## src/rtl/debug_spi_pkg.sv

```systemverilog
// Shared constants and FSM encoding for the debug SPI slave bridge.
// Frame layout, MSB first: {rw, addr[NB_ADDR-1:0], data[NB_DATA-1:0]}.
package debug_spi_pkg;

    localparam int NB_ADDR   = 7;
    localparam int NB_DATA   = 8;
    localparam int FRAME_LEN = 1 + NB_ADDR + NB_DATA;
    localparam int RW_BIT    = FRAME_LEN - 1;
    localparam int ADDR_LSB  = NB_DATA;
    localparam int DATA_LSB  = 0;
    localparam int CNT_W     = $clog2(FRAME_LEN + 1);

    // Only the most recent bits of a field need history; the final bit comes straight from MOSI.
    localparam int RX_W = (NB_ADDR > NB_DATA - 1) ? NB_ADDR : NB_DATA - 1;

    typedef enum logic [1:0] {
        WAIT_CS = 2'd0,
        IDLE    = 2'd1,
        CMD     = 2'd2,
        DATA    = 2'd3
    } spi_state_e;

endpackage

```

## src/rtl/spi_slave_bridge_if.sv

```systemverilog
// Parallel register-access bus between the SPI bridge (master) and the debug register bank (slave).
interface spi_slave_bridge_if;
    import debug_spi_pkg::*;

    logic [NB_ADDR-1:0] spi_addr;
    logic [NB_DATA-1:0] spi_wdata;
    logic               spi_wr_en;
    logic [NB_DATA-1:0] spi_rdata;

    modport master (
        output spi_addr,
        output spi_wdata,
        output spi_wr_en,
        input  spi_rdata
    );

    modport slave (
        input  spi_addr,
        input  spi_wdata,
        input  spi_wr_en,
        output spi_rdata
    );

endinterface

```

## src/rtl/sync_edge_detect.sv

```systemverilog
// Two-flop synchronizer for an asynchronous pin, plus a third flop that turns level changes
// into single-cycle rise/fall pulses in the clk domain.
module sync_edge_detect #(
    parameter logic RESET_VAL = 1'b0
) (
    input  logic clk,
    input  logic rst,
    input  logic async_in,
    output logic rise,
    output logic fall
);

    logic meta_q;
    logic sync_q;
    logic prev_q;

    always_ff @(posedge clk or posedge rst) begin
        if (rst) begin
            meta_q <= RESET_VAL;
            sync_q <= RESET_VAL;
            prev_q <= RESET_VAL;
        end else begin
            meta_q <= async_in;
            sync_q <= meta_q;
            prev_q <= sync_q;
        end
    end

    assign rise = sync_q & ~prev_q;
    assign fall = ~sync_q & prev_q;

endmodule

```

## src/rtl/spi_slave_bridge.sv

```systemverilog
// SPI mode-0 slave that turns fixed-length frames into single-cycle register writes and
// returns the pre-write readback of the addressed register on MISO within the same frame.
module spi_slave_bridge (
    input  logic                      clk,
    input  logic                      rst,
    input  logic                      sclk,
    input  logic                      cs_n,
    input  logic                      mosi,
    output logic                      miso,
    output logic                      miso_oe,
    output logic                      frame_done,
    output logic                      frame_err,
    spi_slave_bridge_if.master        bus
);
    import debug_spi_pkg::*;

    localparam logic [CNT_W-1:0] ADDR_LAST = CNT_W'(NB_ADDR);
    localparam logic [CNT_W-1:0] DATA_LAST = CNT_W'(FRAME_LEN - 1);
    localparam logic [CNT_W-1:0] CNT_MAX   = CNT_W'(FRAME_LEN);

    logic sclk_rise, sclk_fall, cs_rise, cs_fall;
    logic cs_n_q, mosi_meta, mosi_sync;

    spi_state_e state_q, state_d;
    logic [CNT_W-1:0]   bit_cnt;
    logic [RX_W-1:0]    rx_shift;
    logic [NB_DATA-1:0] tx_shift;
    logic [NB_DATA-1:0] wdata_q;
    logic [NB_ADDR-1:0] addr_q;
    logic rw_q, load_tx_q, wr_en_q;
    logic start_frame, shift_bit, latch_addr, end_frame, abort;

    // cs_n resets low so a pin already high out of reset shows up as a rise, never a false fall.
    sync_edge_detect #(.RESET_VAL(1'b0)) u_sclk_sync (
        .clk(clk), .rst(rst), .async_in(sclk), .rise(sclk_rise), .fall(sclk_fall)
    );

    sync_edge_detect #(.RESET_VAL(1'b0)) u_cs_sync (
        .clk(clk), .rst(rst), .async_in(cs_n), .rise(cs_rise), .fall(cs_fall)
    );

    // MOSI shares the two-flop latency of the SCLK path, so it is valid when a rise is flagged.
    always_ff @(posedge clk or posedge rst) begin
        if (rst) begin
            mosi_meta <= 1'b0;
            mosi_sync <= 1'b0;
            cs_n_q    <= 1'b0;
        end else begin
            mosi_meta <= mosi;
            mosi_sync <= mosi_meta;
            if (cs_rise) begin
                cs_n_q <= 1'b1;
            end else if (cs_fall) begin
                cs_n_q <= 1'b0;
            end
        end
    end

    always_ff @(posedge clk or posedge rst) begin
        if (rst) begin
            state_q <= WAIT_CS;
        end else begin
            state_q <= state_d;
        end
    end

    always_comb begin
        state_d     = state_q;
        start_frame = 1'b0;
        shift_bit   = 1'b0;
        latch_addr  = 1'b0;
        end_frame   = 1'b0;
        abort       = 1'b0;
        case (state_q)
            WAIT_CS: begin
                if (cs_n_q) begin
                    state_d = IDLE;
                end
            end
            IDLE: begin
                if (cs_fall) begin
                    start_frame = 1'b1;
                    state_d     = CMD;
                end
            end
            CMD: begin
                if (cs_rise) begin
                    abort   = 1'b1;
                    state_d = IDLE;
                end else if (sclk_rise) begin
                    shift_bit = 1'b1;
                    if (bit_cnt == ADDR_LAST) begin
                        latch_addr = 1'b1;
                        state_d    = DATA;
                    end
                end
            end
            DATA: begin
                // The last rise wins over a simultaneous CS release: the frame is complete.
                if (sclk_rise && bit_cnt == DATA_LAST) begin
                    shift_bit = 1'b1;
                    end_frame = 1'b1;
                    state_d   = WAIT_CS;
                end else if (cs_rise) begin
                    abort   = 1'b1;
                    state_d = IDLE;
                end else if (sclk_rise) begin
                    shift_bit = 1'b1;
                end
            end
            default: state_d = WAIT_CS;
        endcase
    end

    always_ff @(posedge clk or posedge rst) begin
        if (rst) begin
            bit_cnt    <= '0;
            rx_shift   <= '0;
            tx_shift   <= '0;
            addr_q     <= '0;
            wdata_q    <= '0;
            rw_q       <= 1'b0;
            load_tx_q  <= 1'b0;
            wr_en_q    <= 1'b0;
            frame_done <= 1'b0;
            frame_err  <= 1'b0;
            miso       <= 1'b0;
        end else begin
            load_tx_q  <= latch_addr;
            frame_done <= end_frame;
            frame_err  <= abort;
            wr_en_q    <= end_frame & rw_q;

            if (start_frame) begin
                bit_cnt  <= '0;
                rx_shift <= '0;
            end else if (shift_bit) begin
                bit_cnt  <= (bit_cnt == CNT_MAX) ? bit_cnt : bit_cnt + 1'b1;
                rx_shift <= {rx_shift[RX_W-2:0], mosi_sync};
            end

            if (latch_addr) begin
                addr_q <= {rx_shift[NB_ADDR-2:0], mosi_sync};
                rw_q   <= rx_shift[NB_ADDR-1];
            end

            if (end_frame && rw_q) begin
                wdata_q <= {rx_shift[NB_DATA-2:0], mosi_sync};
            end

            // spi_rdata already reflects the freshly latched address by the load cycle.
            if (load_tx_q) begin
                tx_shift <= bus.spi_rdata;
            end else if (state_q == DATA && sclk_fall) begin
                tx_shift <= {tx_shift[NB_DATA-2:0], 1'b0};
            end

            if (state_q != DATA) begin
                miso <= 1'b0;
            end else if (sclk_fall) begin
                miso <= tx_shift[NB_DATA-1];
            end
        end
    end

    assign miso_oe       = ~cs_n_q && (state_q != WAIT_CS);
    assign bus.spi_addr  = addr_q;
    assign bus.spi_wdata = wdata_q;
    assign bus.spi_wr_en = wr_en_q;

endmodule

```

## src/flat_wrapper.sv

```systemverilog
// flat-port wrapper written by rule: the top's interface ports become plain ports
module spi_slave_bridge_flat import debug_spi_pkg::*;
  (clk, rst, sclk, cs_n, mosi, miso, miso_oe, frame_done, frame_err, bus_spi_addr, bus_spi_wdata, bus_spi_wr_en, bus_spi_rdata);
  spi_slave_bridge_if bus_i ();
  input  logic clk;
  input  logic rst;
  input  logic sclk;
  input  logic cs_n;
  input  logic mosi;
  output logic miso;
  output logic miso_oe;
  output logic frame_done;
  output logic frame_err;
  output wire logic [$bits(bus_i.spi_addr)-1:0] bus_spi_addr;
  output wire logic [$bits(bus_i.spi_wdata)-1:0] bus_spi_wdata;
  output wire logic [$bits(bus_i.spi_wr_en)-1:0] bus_spi_wr_en;
  input wire logic [$bits(bus_i.spi_rdata)-1:0] bus_spi_rdata;
  assign bus_spi_addr = bus_i.spi_addr;
  assign bus_spi_wdata = bus_i.spi_wdata;
  assign bus_spi_wr_en = bus_i.spi_wr_en;
  assign bus_i.spi_rdata = bus_spi_rdata;
  spi_slave_bridge u_core (.clk(clk), .rst(rst), .sclk(sclk), .cs_n(cs_n), .mosi(mosi), .miso(miso), .miso_oe(miso_oe), .frame_done(frame_done), .frame_err(frame_err), .bus(bus_i));
endmodule
```

## config.mk

```make
export PLATFORM = sky130hd
export DESIGN_NAME = spi_slave_bridge_flat
export DESIGN_NICKNAME = d
export VERILOG_FILES = /design/src/rtl/debug_spi_pkg.sv /design/src/rtl/spi_slave_bridge_if.sv /design/src/rtl/sync_edge_detect.sv /design/src/rtl/spi_slave_bridge.sv /design/src/flat_wrapper.sv
export SDC_FILE = /design/constraint.sdc
export NUM_CORES = 1
export LEC_CHECK = 0
export ABC_AREA = 1
export CORE_UTILIZATION = 50
export CTS_BUF_LIST = sky130_fd_sc_hd__clkbuf_4
export DETAILED_ROUTE_END_ITERATION = 8
export PLACE_DENSITY = 0.77
export SYNTH_ARGS = -nofsm -noshare
export SYNTH_HDL_FRONTEND = slang
export SYNTH_HIERARCHICAL = 1
export SYNTH_SLANG_ARGS = --single-unit
```

## constraint.sdc

```tcl
create_clock -name clk -period 2 [get_ports clk]
set_clock_uncertainty 0.05 [all_clocks]
set_input_delay 0.6 -clock clk [delete_from_list [all_inputs] [get_ports clk]]
set_output_delay 0.6 -clock clk [all_outputs]
set_load 0.005 [all_outputs]
```

# --- Word-level counts from Yosys, hierarchy flattened ---
# Cells that the tools add are included.
# W data, S select, Z words.
totals:
  reg_bits: 52
  input_bits: 13
  out_inout_bits: 20
  elab_cells: 91
op_classes:
  addsub: 1
  eq_ne: 13
  n_mux: 34
  bitwise_logic: 10
  reduce_logical: 12
ops:
  columns: ["operator", "n"]
  rows:
  - ["$mux W1", 17]
  - ["$mux W8", 2]
  - ["$mux W5", 3]
  - ["$mux W2", 7]
  - ["$mux W7", 2]
  - ["$reduce_bool A2 Y1", 5]
  - ["$ne A3 B1 Y1 const B", 3]
  - ["$pmux W2 S4", 1]
  - ["$ne A2 B1 Y1 const B", 3]
  - ["$add A5 B1 Y5 const B", 1]
  - ["$and A1 B1 Y1", 5]
  - ["$eq A5 B3 Y1 const B", 1]
  - ["$eq A5 B4 Y1 const B", 1]
  - ["$eq A5 B5 Y1 const B", 1]
  - ["$not A1 Y1", 5]
  - ["$reduce_and A5 Y1", 1]
  - ["$eq A2 B2 Y1 const B", 2]
  - ["$logic_and A1 B1 Y1", 4]
  - ["$pmux W1 S2", 2]
  - ["$eq A2 B1 Y1 const B", 1]
  - ["$logic_not A2 Y1", 1]
  - ["$ne A2 B2 Y1 const B", 1]
  - ["$reduce_and A2 Y1", 1]

# --- Depth between registers and ports, before layout ---
# Gate-level depths: netlist of the first run.
logic_depth:
  ltp_word: 8
  depth_mapped: 11
  mapped_depth_nobuf: 11

# --- Modules after synthesis ---
# Netlist of the first run, hierarchy kept.
by_module_without_submodules:
  columns: ["module", "n_inst", "cells_per_inst", "area_each_um2", "seq_area_each_um2"]
  rows:
  - ["spi_slave_bridge", 1, 235, 2094.5, 1151.1]
  - ["sync_edge_detect", 2, 8, 93.8, 75.1]

# --- Worst setup path before layout of the first run ---
# No wires, ideal clock.
synth_path:
  kind: "register -> register"
  from: "register u_core.bit_cnt[0]"
  to: "register u_core.rx_shift[0]"
  setup_ns: 0.127
  t_arrival_ns: 1.416
  required_ns: 1.823
  path_slack_ns: 0.407
  path_stages_with_launch: 10
  n_path_buf: 1
  synth_period_minus_slack_ns: 1.593
  cell_sequence: "dfrtp_1 ha_1 nand2_1 nor2_1 ha_1 nand4_1 nand3_2 buf_2 nand3_1 o21ai_0"
synth_via:
  elab_chain_cells: 5
synth_rtl:
  columns: ["item", "line", "text"]
  rows:
  - ["start, declared", "spi_slave_bridge.sv:25", "logic [CNT_W-1:0] bit_cnt;"]
  - ["start signal, assigned", "spi_slave_bridge.sv:138", "bit_cnt <= (bit_cnt == CNT_MAX) ? bit_cnt : bit_cnt + 1'b1;"]
  - ["$eq A5 B4 Y1", "spi_slave_bridge.sv:100", "if (sclk_rise && bit_cnt == DATA_LAST) begin"]
  - ["$logic_and A1 B1 Y1", "spi_slave_bridge.sv:100", null]
  - ["$mux W1", "spi_slave_bridge.sv:100", null]
  - ["$pmux W1 S2", "spi_slave_bridge.sv:74", "case (state_q)"]
  - ["$reduce_bool A2 Y1 (no source line)", null, null]
  - ["end signal, assigned", "spi_slave_bridge.sv:139", "rx_shift <= {rx_shift[RX_W-2:0], mosi_sync};"]
  - ["end, declared", "spi_slave_bridge.sv:26", "logic [RX_W-1:0] rx_shift;"]
# Every way passes these cells.
# A chain may end at the register's enable or synchronous reset.

# --- Worst setup path in the final report of the first run ---
layout_path:
  from: "register u_core.addr_q[5], in the netlist u_core/bus.spi_addr[5]"
  to: "output bus_spi_addr[5]"
layout_rtl:
  columns: ["item", "line", "text"]
  rows:
  - ["start, declared", "spi_slave_bridge.sv:29", "logic [NB_ADDR-1:0] addr_q;"]
  - ["start signal, assigned", "spi_slave_bridge.sv:143", "addr_q <= {rx_shift[NB_ADDR-2:0], mosi_sync};"]
  - ["end, declared", "flat_wrapper.sv:14", "output wire logic [$bits(bus_i.spi_addr)-1:0] bus_spi_addr;"]
# No word-level cell between the ends.

==> results.toml, run 1 <==
[outcome]
status = "complete, no violations"

[critical_path]
path_max_fanout = 2
r2r.worst_path.cells = 10
cp-startpoint = "u_core/bus.spi_addr[5]$_DFFE_PP0P_"
slowest_stage = "clkdlybuf4s50_1"
crit_chain = "clkdlybuf4s50_1"
critPathLaunchType = "register"
end_kind = "primary output"
critPathMaxStageDelay_ns = 0.52
cp.arrival_ns = 1.29
timing.rr.start = "u_core/bit_cnt[1]$_DFFE_PP0P_"
required_ns = 1.35
cp.depth = 1
path_delay_family = "buffers and inverters"
path_buf_inv = 1
path_class = "reg -> out"

[place]
dp_hpwl_mm = 2.85
gp_congestion = 0.805
dpl_cell_area_mm2 = 0.00266
io_buffers = 32

[drt]
via_per_inst = 4.91
drt-total-wl_mm = 4.19
drtIter0Drc = 107
final_antenna_net_count = 0
dr.pass1.iters = 4
drc = 0
dr_total_vias = 1708
wire_per_inst_um = 12.0

[logic_synthesis]
postSynthAreaPerCell_um2 = 9.09
synth-edff-count = 0
yosys.area.top_type_share_pct = 57.0
synth_area_leaders = "dfrtp_1, nand2_1, inv_1, o21ai_2, nand3_1"
synthFlopType = "dfrtp_1"
yosys_warnings = 6
mappedNetlistArea_mm2 = 0.00228
yosysTopAreaCell = "dfrtp_1"
synth.distinct_cells = 23
syn_nets = 267
async_flop_share_pct = 100
ys_ff_latch = 52
ys_seq_area_share_pct = 57.0
netlist_instances = 251

[sta]
setup_violations = 0
max_freq_ghz = 0.516
final.period_utilization_pct = 96.9
relSlewSlack_pct = 73.6
hold_viol = 0
tightest_slew_ns = 0.395
rsz0062_at_grt = "no"
post-route-min-period_ns = 1.94
slew_violations = 0
holdWs_ns = 0.319
final.setup.tns_ns = 0

[die]
core_mm2 = 0.00438
die_height_um = 69.6
ios = 33
die_w_um = 69.6
initial_core_util_pct = 52.1
dieArea_mm2 = 0.00484
std_cell_rows = 24

[final_layout]
final_area_mm2 = 0.00278
num-fill-cells = 376
layout-drive-gt1-share_pct = 16.2
syn_to_final_growth_pct = 21.9
n_antenna_cell = 0
layout.nets = 311
multi_input_area_um2 = 800
seq_area_mm2 = 0.00130

[clock_tree]
cts_max_level = 2
ctsRootBufferMaster = "clkbuf_4"
cts_buffers = 5
cts.path.max_buffers = 2
clkSinkCount = 52
path_clk_slew_ns = 0.16
cts_tree = "built"
cts_hold_buf = 0
clk_latency_ns = 0.37

[hold_path]
hold_depth = 0
hp-class = "reg -> reg"
worstHoldStart = "u_core/mosi_meta$_DFF_PP0_"

[global_route]
antenna_found_initial = 0
grt-ovfl-total = 0
track_usage_pct = 18.8
grt_max_degree = 30
grt_pass1_wl_mm = 7.12
grt_pass1_vias = 1612

[power_and_ir_drop]
p_per_area_mw_per_mm2 = 959
power.leakage_nw = 1.44
peakVddDrop_uv = 508

[flow_run]
cap_violations = 0
-- layer usage --
metal  GRT usage (%)  part of all wire, %  up-vias
li1                -                    -      867
met1            24.4                   47      795
met2            31.2                   47       37
met3            3.92                  4.2        9
met4            6.80                  1.7        0
met5               0                    0        -
-- final timing paths --
check                                                 endpoint  slack, ns
max                                            bus_spi_addr[5]       0.06
min                                 u_core/mosi_sync$_DFF_PP0_       0.32
max reg2reg                u_core/bus.spi_wdata[5]$_DFFE_PP0P_       0.21
min reg2reg                         u_core/mosi_sync$_DFF_PP0_       0.32
max in group asynchronous       u_core/rx_shift[4]$_DFFE_PP0P_       1.01
min in group asynchronous    u_core/u_cs_sync/meta_q$_DFF_PP0_       0.41
-- Yosys cell counts, types with 2 or more instances --
master / instances
nand2_1: 73
dfrtp_1: 52
inv_1: 38
nand3_1: 19
o21ai_2: 16
nor2_1: 14
o21ai_0: 11
a21oi_1: 3
buf_2: 3
ha_1: 3
nor2_2: 3
buf_6: 2
inv_2: 2
nand3_2: 2
nand4_1: 2
-- what timing repair did --
| item | in CTS | in global routing |
|---|---|---|
| setup buffers | 0 | 6 |
| gates resized for setup | 2 | 1 |
| pin swaps | 1 | 3 |
| endpoints found under the setup margin | 1 | 5 |
| cloned | 0 | 0 |
-- per-stage QoR --
| step | instances | utilization, % | total power, W | setup WS [ns] |
|---|---|---|---|---|
| 2_1_floorplan | 251 | - | 0.00192 | 0.262 |
| 3_3_place_gp | 334 | 60.8 | 0.00211 | 0.274 |
| 3_5_place_dp | 334 | 60.8 | 0.00214 | 0.197 |
| 4_1_cts | 342 | 62.2 | 0.00263 | 0.0317 |
| 5_1_grt | 348 | 63.4 | 0.00286 | 0.00510 |
| 6_report | 348 | 63.4 | 0.00267 | 0.0622 |
-- sequential cells by signal, summed over array words and instances, names as in the netlist, 2 cells and up --
register and cells:
u_core/bus.spi_wdata 8, u_core/bit_cnt 5, u_core/bus.spi_addr 7, u_core/rx_shift 7
u_core/state_q 2, u_core/tx_shift 8
-- area by class of cell --
type                            count  share of cell area, %
Timing Repair Buffer               43                   14.4
Sequential cell                    52                   46.8
Inverter                           40                   5.40
Clock buffer                        5                   1.35
Multi-Input combinational cell    153                   28.7
Tap cell                           52                   2.34
Clock inverter                      3                  0.945
-- where the power goes --
| part | switching (W) | internal [W] |
|---|---|---|
| Sequential | 0.000129 | 0.00125 |
| Clock | 0.000344 | 0.000147 |
| Combinational | 0.000486 | 0.000313 |
| Total | 0.000959 | 0.00171 |
-- cells in the final DEF, fill, tap and decap left out --
cell,synthesis,final
ha_1,3,3
nand2_4,1,1
nor2_1,14,13
nor3_1,1,1
nand4_4,1,1
o211ai_1,1,1
clkinv_4,0,2
dlygate4sd2_1,0,1
nand2_1,73,73
a21oi_1,3,3
inv_6,0,1
dfrtp_1,52,52
clkbuf_4,0,5
o21ai_0,11,11
nand2_2,1,1
inv_2,2,2
nand3_2,2,1
clkdlybuf4s50_1,0,31
o21ai_2,16,16
nand3_4,0,1
or2_2,1,1
nor2_4,1,1
nor2_2,3,4
nand3_1,19,19
inv_1,38,37
nand4_1,2,2
buf_4,0,11
clkinv_1,0,1
-- cells by family (layout without fill, tap and decap cells) --
| logic type | Yosys count | count (layout) | share of synthesized area, % |
|---|---|---|---|
| AOI/OAI and AO/OA | 31 | 31 | 9.54 |
| and+or+nand+nor | 119 | 119 | 23.4 |
| adders and majority gates | 3 | 3 | 1.64 |
| buffers and inverters | 46 | 91 | 8.39 |
| DFF | 52 | 52 | 57.0 |
Power figures use the tool's default switching activity.
==> run 2, diff against run 1 <==
--- a/config.mk
+++ b/config.mk
@@ -6,10 +6,12 @@
 export NUM_CORES = 1
 export LEC_CHECK = 0
 export ABC_AREA = 1
-export CORE_UTILIZATION = 50
+export CORE_UTILIZATION = 49
 export CTS_BUF_LIST = sky130_fd_sc_hd__clkbuf_4
+export CTS_CLUSTER_DIAMETER = 50
 export DETAILED_ROUTE_END_ITERATION = 8
-export PLACE_DENSITY = 0.77
+export GPL_TIMING_DRIVEN = 0
+export PLACE_DENSITY = 0.76
 export SYNTH_ARGS = -nofsm -noshare
 export SYNTH_HDL_FRONTEND = slang
 export SYNTH_HIERARCHICAL = 1
==> run 2 against run 1 <==
Net effect:
- hold slack got worse by 0.0049 ns
- sequential cell count unchanged
- largest cell class unchanged
- largest power group unchanged
- cell count decreased by 0.57%
==> results.toml, run 2 (synthesis gave the netlist of run 1 again) <==
[die]
die_w_um = 70.2
dieArea_mm2 = 0.00493
core_mm2 = 0.00441
die_height_um = 70.2
std_cell_rows = 24
initial_core_util_pct = 51.7
ios = 33

[place]
gp_congestion = 0.825
placedCellCount = 336
io_buffers = 32
dp_hpwl_mm = 2.96
dpl_cell_area_mm2 = 0.00269

[drt]
final_antenna_net_count = 0
dr_total_vias = 1703
drtIter0Drc = 76
dr.pass1.iters = 4
drc = 0
wire_per_inst_um = 12.0
via_per_inst = 4.92
drt-total-wl_mm = 4.14

[critical_path]
path_buf_inv = 2
path_max_fanout = 2
slowest_stage = "dfrtp_1"
critPathMaxStageDelay_ns = 0.40
path_class = "reg -> out"
critPathLaunchType = "register"
path_delay_family = "flip-flops"
required_ns = 1.35
cp.arrival_ns = 1.27
crit_chain = "buf_6 -> nor2_4 -> nor2_1 -> dlygate4sd2_1"
end_kind = "primary output"

[sta]
slew_violations = 0
post-route-min-period_ns = 1.92
hold_viol = 0
rsz0062_at_grt = "no"
setup_violations = 0
final.period_utilization_pct = 95.8
max_freq_ghz = 0.522
relSlewSlack_pct = 69.9
tightest_slew_ns = 0.450

[final_layout]
finalNonFillerCells = 346
layout-drive-gt1-share_pct = 15.6
final_cell_mix = "nand2_1, dfrtp_1, inv_1"
num-fill-cells = 389
layout.nets = 309
seq_area_mm2 = 0.00130
n_antenna_cell = 0
final_area_mm2 = 0.00277
final_common_cell = "nand2_1"
syn_to_final_growth_pct = 21.5
multi_input_area_um2 = 797

[clock_tree]
clkSinkCount = 52
cts_max_level = 2
clk_latency_ns = 0.36
cts_tree = "built"
cts.path.max_buffers = 2
cts_buffers = 5
path_clk_slew_ns = 0.14
ctsRootBufferMaster = "clkbuf_4"

[power_and_ir_drop]
p_per_area_mw_per_mm2 = 945
power.leakage_nw = 1.43
peakVddDrop_uv = 358
total_power_w = 0.00262

[global_route]
grt_pass1_vias = 1624
grt_pass1_wl_mm = 7.25
grt_max_degree = 30
track_usage_pct = 18.4
antenna_found_initial = 0
grt-ovfl-total = 0

[flow_run]
cap_violations = 0

[hold_path]
hp-class = "reg -> reg"

[outcome]
status = "complete, no violations"
run 2: cell types whose count changed in the layout (fill, tap and decap cells not counted), moves of 2 or more:
cell | previous run | this run
buf_4 | 11 | 2
clkinv_4 | 2 | 0
buf_6 | 0 | 3
buf_2 | 0 | 2
run 2: layer usage:
layer / share of wire, % / vias to the layer above / track usage, %
met1: 47 / 801 / 24.9
met4: 1.1 / 0 / 4.67
met5: 0 / - / 0
li1: - / 865 / -
met3: 4.1 / 7 / 4.47
met2: 47 / 30 / 29.8
run 2: through the flow:
step	hold WS, ns	TNS [ns]	utilization (%)	setup slack, ns
floorplan	0.281	0	-	0.262
global placement	0.283	-34.18	60.4	-0.745
detailed placement	0.285	0	60.9	0.183
CTS	0.316	0	62.8	0.0585
global route	0.328	0	62.8	0.00425
finish	0.314	0	62.8	0.0848
run 2: worst paths after layout:
check	start	end	slack (ns)	cells after the start
worst max-delay path	u_core/state_q[1]$_DFFE_PP0P_	miso_oe	0.08	4
worst min-delay path	u_core/mosi_meta$_DFF_PP0_	u_core/mosi_sync$_DFF_PP0_	0.31	0
worst max register to register	u_core/bit_cnt[1]$_DFFE_PP0P_	u_core/bus.spi_wdata[0]$_DFFE_PP0P_	0.18	10
worst min register to register	u_core/mosi_meta$_DFF_PP0_	u_core/mosi_sync$_DFF_PP0_	0.31	0
max in group asynchronous	rst	u_core/bus.spi_addr[0]$_DFFE_PP0P_	0.88	3
min in group asynchronous	rst	u_core/u_sclk_sync/prev_q$_DFF_PP0_	0.41	2
run 2: area by class of cell:
type,instances,area share [%]
sequential,52,47.0
multi-input combinational,153,28.7
timing repair buffer,35,12.8
inverter,40,5.42
tap,52,2.35
buffer,6,1.71
clock buffer,6,1.62
clock inverter,2,0.406
run 2: where the power goes:
group          leakage [nW]  total, W  internal (W)  switching [W]
Clock                0.0293  0.000463      0.000148       0.000315
Sequential            0.684   0.00138       0.00125       0.000132
Combinational         0.714  0.000774      0.000294       0.000480
run 2: timing repair:
action	in CTS	in global routing
gates resized for setup	6	0
setup endpoints to repair	1	0
setup buffers	2	0
hold buffers	0	0
==> run 3, diff against run 2 <==
--- a/config.mk
+++ b/config.mk
@@ -6,13 +6,14 @@
 export NUM_CORES = 1
 export LEC_CHECK = 0
 export ABC_AREA = 1
-export CORE_UTILIZATION = 49
+export CELL_PAD_IN_SITES_DETAIL_PLACEMENT = 0
+export CELL_PAD_IN_SITES_GLOBAL_PLACEMENT = 1
+export CORE_UTILIZATION = 42
 export CTS_BUF_LIST = sky130_fd_sc_hd__clkbuf_4
-export CTS_CLUSTER_DIAMETER = 50
+export CTS_CLUSTER_DIAMETER = 80
 export DETAILED_ROUTE_END_ITERATION = 8
 export GPL_TIMING_DRIVEN = 0
-export PLACE_DENSITY = 0.76
+export PLACE_DENSITY = 0.84
 export SYNTH_ARGS = -nofsm -noshare
 export SYNTH_HDL_FRONTEND = slang
-export SYNTH_HIERARCHICAL = 1
 export SYNTH_SLANG_ARGS = --single-unit
==> run 3 against run 2 <==
Net effect:
- routed wire length up 3.1%
- highest routed layer unchanged
- core utilization shrank 7.8 points
- design area is 2.7% higher
==> results.toml, run 3 <==
[outcome]
status = "complete, no violations"

[power_and_ir_drop]
p_per_area_mw_per_mm2 = 1000
power.leakage_nw = 1.45
total_power_w = 0.00285
peakVddDrop_uv = 502

[drt]
dr_total_vias = 1748
dr.pass1.iters = 4
final_antenna_net_count = 0
wire_per_inst_um = 11.5
drt-total-wl_mm = 4.27
drtIter0Drc = 63
drc = 0
via_per_inst = 4.70

[critical_path]
path_max_fanout = 2
slowest_stage = "clkdlybuf4s50_1"
path_delay_family = "buffers and inverters"
path_buf_inv = 1
path_class = "reg -> out"
critPathMaxStageDelay_ns = 0.51
end_kind = "primary output"
crit_chain = "clkdlybuf4s50_1"
required_ns = 1.35
critPathLaunchType = "register"
cp.arrival_ns = 1.25

[clock_tree]
ctsRootBufferMaster = "clkbuf_4"
clkSinkCount = 52
cts_buffers = 5
cts_hold_buf = 0
path_clk_slew_ns = 0.14
cts_tree = "built"
cts_max_level = 2
cts.path.max_buffers = 2
clk_latency_ns = 0.36

[global_route]
track_usage_pct = 17.3
grt_pass1_vias = 1654
antenna_found_initial = 0
grt_max_degree = 44
grt_pass1_wl_mm = 7.33
grt-ovfl-total = 0

[die]
std_cell_rows = 26
ios = 33
die_w_um = 75.9
die_height_um = 75.9
core_mm2 = 0.00517
dieArea_mm2 = 0.00576
initial_core_util_pct = 44.3

[sta]
post-route-min-period_ns = 1.90
rsz0062_at_grt = "no"
final.period_utilization_pct = 95.1
relSlewSlack_pct = 73.0
max_freq_ghz = 0.526
final.setup.tns_ns = 0
tightest_slew_ns = 0.405
setup_ws_ns = 0.0983
slew_violations = 0
hold_viol = 0
setup_violations = 0

[logic_synthesis]
yosys.area.top_type_share_pct = 56.8
synth.distinct_cells = 24
mappedNetlistArea_mm2 = 0.00229
ys_ff_latch = 52
postSynthAreaPerCell_um2 = 8.99
synth.most_common_cell = "nand2_1"
synth_area_leaders = "dfrtp_1, nand2_1, nand3_1, inv_1, ha_1"
yosys_warnings = 0
synth-edff-count = 0
synth_commonest_cells = "nand2_1, dfrtp_1, inv_1, nand3_1, nor2_1"
synthFlopType = "dfrtp_1"
ys_seq_area_share_pct = 56.8
netlist_instances = 255
async_flop_share_pct = 100
yosysTopAreaCell = "dfrtp_1"
syn_nets = 273

[place]
dp_hpwl_mm = 3.10
placedCellCount = 358
io_buffers = 32
gp_congestion = 0.775
place_ws_ns = 0.184

[final_layout]
seq_area_mm2 = 0.00130
layout.nets = 319
syn_to_final_growth_pct = 24.2
n_antenna_cell = 0
layout-drive-gt1-share_pct = 13.6
final_common_cell = "nand2_1"
multi_input_area_um2 = 827
finalNonFillerCells = 372
num-fill-cells = 469
final_cell_mix = "nand2_1, dfrtp_1, nand3_1, clkdlybuf4s50_1, inv_1"

[flow_run]
cap_violations = 0

[hold_path]
hp-class = "reg -> reg"
-- run 3: changes by cell type after synthesis, sizes merged, moves of 3 or more --
cell	delta
o211ai	+4
o21ai	-16
a21oi	+3
nand3	+13
nand2	+3
inv	-6
-- run 3: kinds of logic after synthesis --
group	share of synthesized area, %
simple gates	26.5
flops	56.8
buf+inv	7.26
compound gates	6.33
fa+ha+maj	2.73
xor+xnor	0.382
-- run 3: final timing paths --
| kind | startpoint | endpoint | slack [ns] | cells past startpoint |
|---|---|---|---|---|
| min in group asynchronous | rst | u_core.state_q[1]$_DFFE_PP0P_ | 0.41 | 2 |
| hold / removal | u_core.u_cs_sync.meta_q$_DFF_PP0_ | u_core.u_cs_sync.sync_q$_DFF_PP0_ | 0.32 | 0 |
| setup / recovery | u_core.bus.spi_wdata[0]$_DFFE_PP0P_ | bus_spi_wdata[0] | 0.1 | 1 |
| setup reg to reg | u_core.bit_cnt[0]$_DFFE_PP0P_ | u_core.bus.spi_wdata[0]$_DFFE_PP0P_ | 0.20 | 10 |
| max in group asynchronous | rst | u_core.load_tx_q$_DFF_PP0_ | 1.00 | 3 |
| hold reg to reg | u_core.u_cs_sync.meta_q$_DFF_PP0_ | u_core.u_cs_sync.sync_q$_DFF_PP0_ | 0.32 | 0 |
-- run 3: per-layer routing --
metal | track usage, % | up-vias | wire length (µm)
met3 | 4.50 | 7 | 138
met4 | 7.00 | 0 | 70
met5 | 0 | - | 0
li1 | - | 902 | -
met2 | 27.3 | 31 | 2020
met1 | 22.6 | 808 | 2030
-- run 3: per-stage QoR --
step,utilization [%],hold slack (ns),cell area (µm²)
final,55.1,0.318,2850
after floorplan,-,0.281,2290
after detailed placement,52.6,0.290,2720
after global routing,55.1,0.327,2850
after global placement,52.2,0.284,2700
after CTS,54.5,0.322,2820
-- run 3: timing repair --
action	4_1_cts	5_1_grt
setup endpoints to repair	1	6
gates resized for setup	3	0
pin swaps	1	0
setup buffers	2	4
-- run 3: cell type report --
| type | instances | area share, % |
|---|---|---|
| flip-flops and latches | 52 | 45.7 |
| multi-input cells | 164 | 29.0 |
| repair buffers | 39 | 13.5 |
| inverters | 34 | 4.48 |
| well taps | 70 | 3.08 |
| clock inverters | 3 | 1.49 |
| plain buffers | 5 | 1.36 |
| clock buffers | 5 | 1.32 |
-- run 3: power breakdown --
| group | total, W | switching (W) | internal [W] |
|---|---|---|---|
| clock | 0.000582 | 0.000321 | 0.000261 |
| sequential | 0.00142 | 0.000159 | 0.00127 |
| combinational | 0.000848 | 0.000469 | 0.000378 |
| total | 0.00285 | 0.000949 | 0.00191 |
==> RTL change, RTL diff (settings of run 3) <==
The package constant `NB_ADDR` goes from 7 to 14.
--- a/src/rtl/debug_spi_pkg.sv
+++ b/src/rtl/debug_spi_pkg.sv
@@ -4,3 +4,3 @@
 
-    localparam int NB_ADDR   = 7;
+    localparam int NB_ADDR   = 14;
     localparam int NB_DATA   = 8;
Ports: changed (resized bus_spi_addr); port bits go from 33 to 40. The function was not compared with the original's and may differ.
==> RTL change against run 3 <==
Design area increased by 22%. Sequential cell count increased by 14. Synthesized area rose by 21%. Setup slack worse by 0.039 ns. Final cell count rose by 17%. Routed wire length up 28%. Die area rose by 21%. Via count is 23% higher. Total power is 15% higher. Critical endpoint is now bus_spi_addr[6]. Highest routed layer unchanged.
==> RTL change: results (changes against run 3) <==
Place
  • IO Port Bufs: 39 (was 32)
  • Placed insts: 418 (was 358)
  • Post-Place Worst Slack: 0.140 ns (was 0.184 ns)
  • Dpl hpwl: 3.73 mm (was 3.10 mm)
  • Placed Instance Area: 0.00329 mm² (was 0.00272 mm²)
  • GPL Wtd Cong: 0.767 (was 0.775)

Cells and area
  • Fill count: 572 (was 469)
  • Register share of the cell area: 47.8% (was 45.7%)
  • Cell area after layout: 0.00346 mm² (was 0.00285 mm²)
  • Bufs w/o clock: 51 (was 44)
  • Multi-input gate count: 195 (was 164)
  • Layout Nets: 372 (was 319)
  • Inverters: 32 (was 34)
  • Clock network area share: 3.65% (was 2.81%)
  • Ratio of cells with drive above 1 in the final layout: 11.4% (was 13.6%)

Global routing
  • Met1 GRT Util: 23.9% (was 22.6%)
  • First-pass GRT wire length: 9.72 mm (was 7.33 mm)
  • Largest net degree at the start of global routing: 43 (was 44)
  • M2 GR Usage: 27.3% (about the same)
  • Vias in the first global route: 2147 (was 1654)
  • Total track usage: 17.8% (was 17.3%)

Yosys
  • Syn Inst Count: 301 (was 255)
  • Largest cells by area after synthesis: dfrtp_1, nand2_1, nand3_1 (unchanged)
  • Syn nets: 318 (was 273)
  • XOR/XNOR Fraction of Synth Area: 0.946% (was 0.382%)
  • Synth unique cells: 29 (was 24)
  • Synth top cells by count: nand2_1, dfrtp_1, nand3_1 (was nand2_1, dfrtp_1, inv_1, nand3_1, nor2_1)
  • Synth Area in Adders: 1.80% (was 2.73%)

Setup path
  • RR Endpoint: u_core.bit_cnt[0] (was u_core.bus.spi_wdata[0])
  • Worst reg2reg path depth: 9 (was 10)
  • Flop-to-flop setup slack: 0.29 ns (was 0.20 ns)
  • Reg-to-reg critical path startpoint: u_core.u_cs_sync.sync_q (was u_core.bit_cnt[0])

Timing
  • Least-Margin Pin Slew: 0.566 ns (was 0.405 ns)
  • Hold slack: 0.313 ns (was 0.318 ns)

Outcome
  • Status: finished clean (unchanged)

Power and ir drop
  • Pleak: 0.00187 µW (was 0.00145 µW)
  • Peak VDD IR: 0.535 mV (was 0.502 mV)

Clock network
  • Clock-pin slew on the worst setup and hold paths: 0.12 ns (was 0.14 ns)
  • Worst skew pair latency: 0.41 ns (was 0.36 ns)
  • Clk sinks: 66 (was 52)
  • Resized Gates After CTS: 2 (was 3)
  • H-tree depth: 3 (was 2)

Detailed routing
  • DRT iter0 DRCs: 124 (was 63)
  • DR vias: 2156 (was 1748)
  • Vias per cell: 4.93 (was 4.70)
  • DRT met1 WL: 2.62 mm (was 2.03 mm)
  • Final wirelength: 5.44 mm (was 4.27 mm)

Worst hold path
  • Hold path endpoint: u_core.u_sclk_sync.sync_q (was u_core.u_cs_sync.sync_q)
  • Hold path start: u_core.u_sclk_sync.meta_q (was u_core.u_cs_sync.meta_q)
==> RTL change: how the worst max path moves through the flow <==
stage                                 startpoint  slack [ns]  cells after the start            endpoint
final                     u_core.bus.spi_addr[6]        0.06                      1     bus_spi_addr[6]
after floorplan                u_core.bit_cnt[0]        0.51                     12  u_core.rx_shift[0]
after detailed placement       u_core.state_q[1]        0.14                      3             miso_oe
after CTS                 u_core.bus.spi_addr[7]        0.02                      1     bus_spi_addr[7]
after global routing      u_core.bus.spi_addr[1]      0.0006                      1     bus_spi_addr[1]
after global placement                       rst       -0.22                      2  u_core.tx_shift[1]
==> RTL change: cells by family after synthesis <==
kind of cell,after synthesis
AND/OR/NAND/NOR,152
adder cells (fa/ha/maj),4
AO/OA/AOI/OAI,36
buffers and inverters,40
XOR/XNOR,3
flip-flops,66
==> RTL change: where the power goes <==
part	leakage (µW)	switching [µW]	internal [µW]
Clock	0.0000639	526	274
Combinational	0.000930	437	319
Sequential	0.000878	188	1550
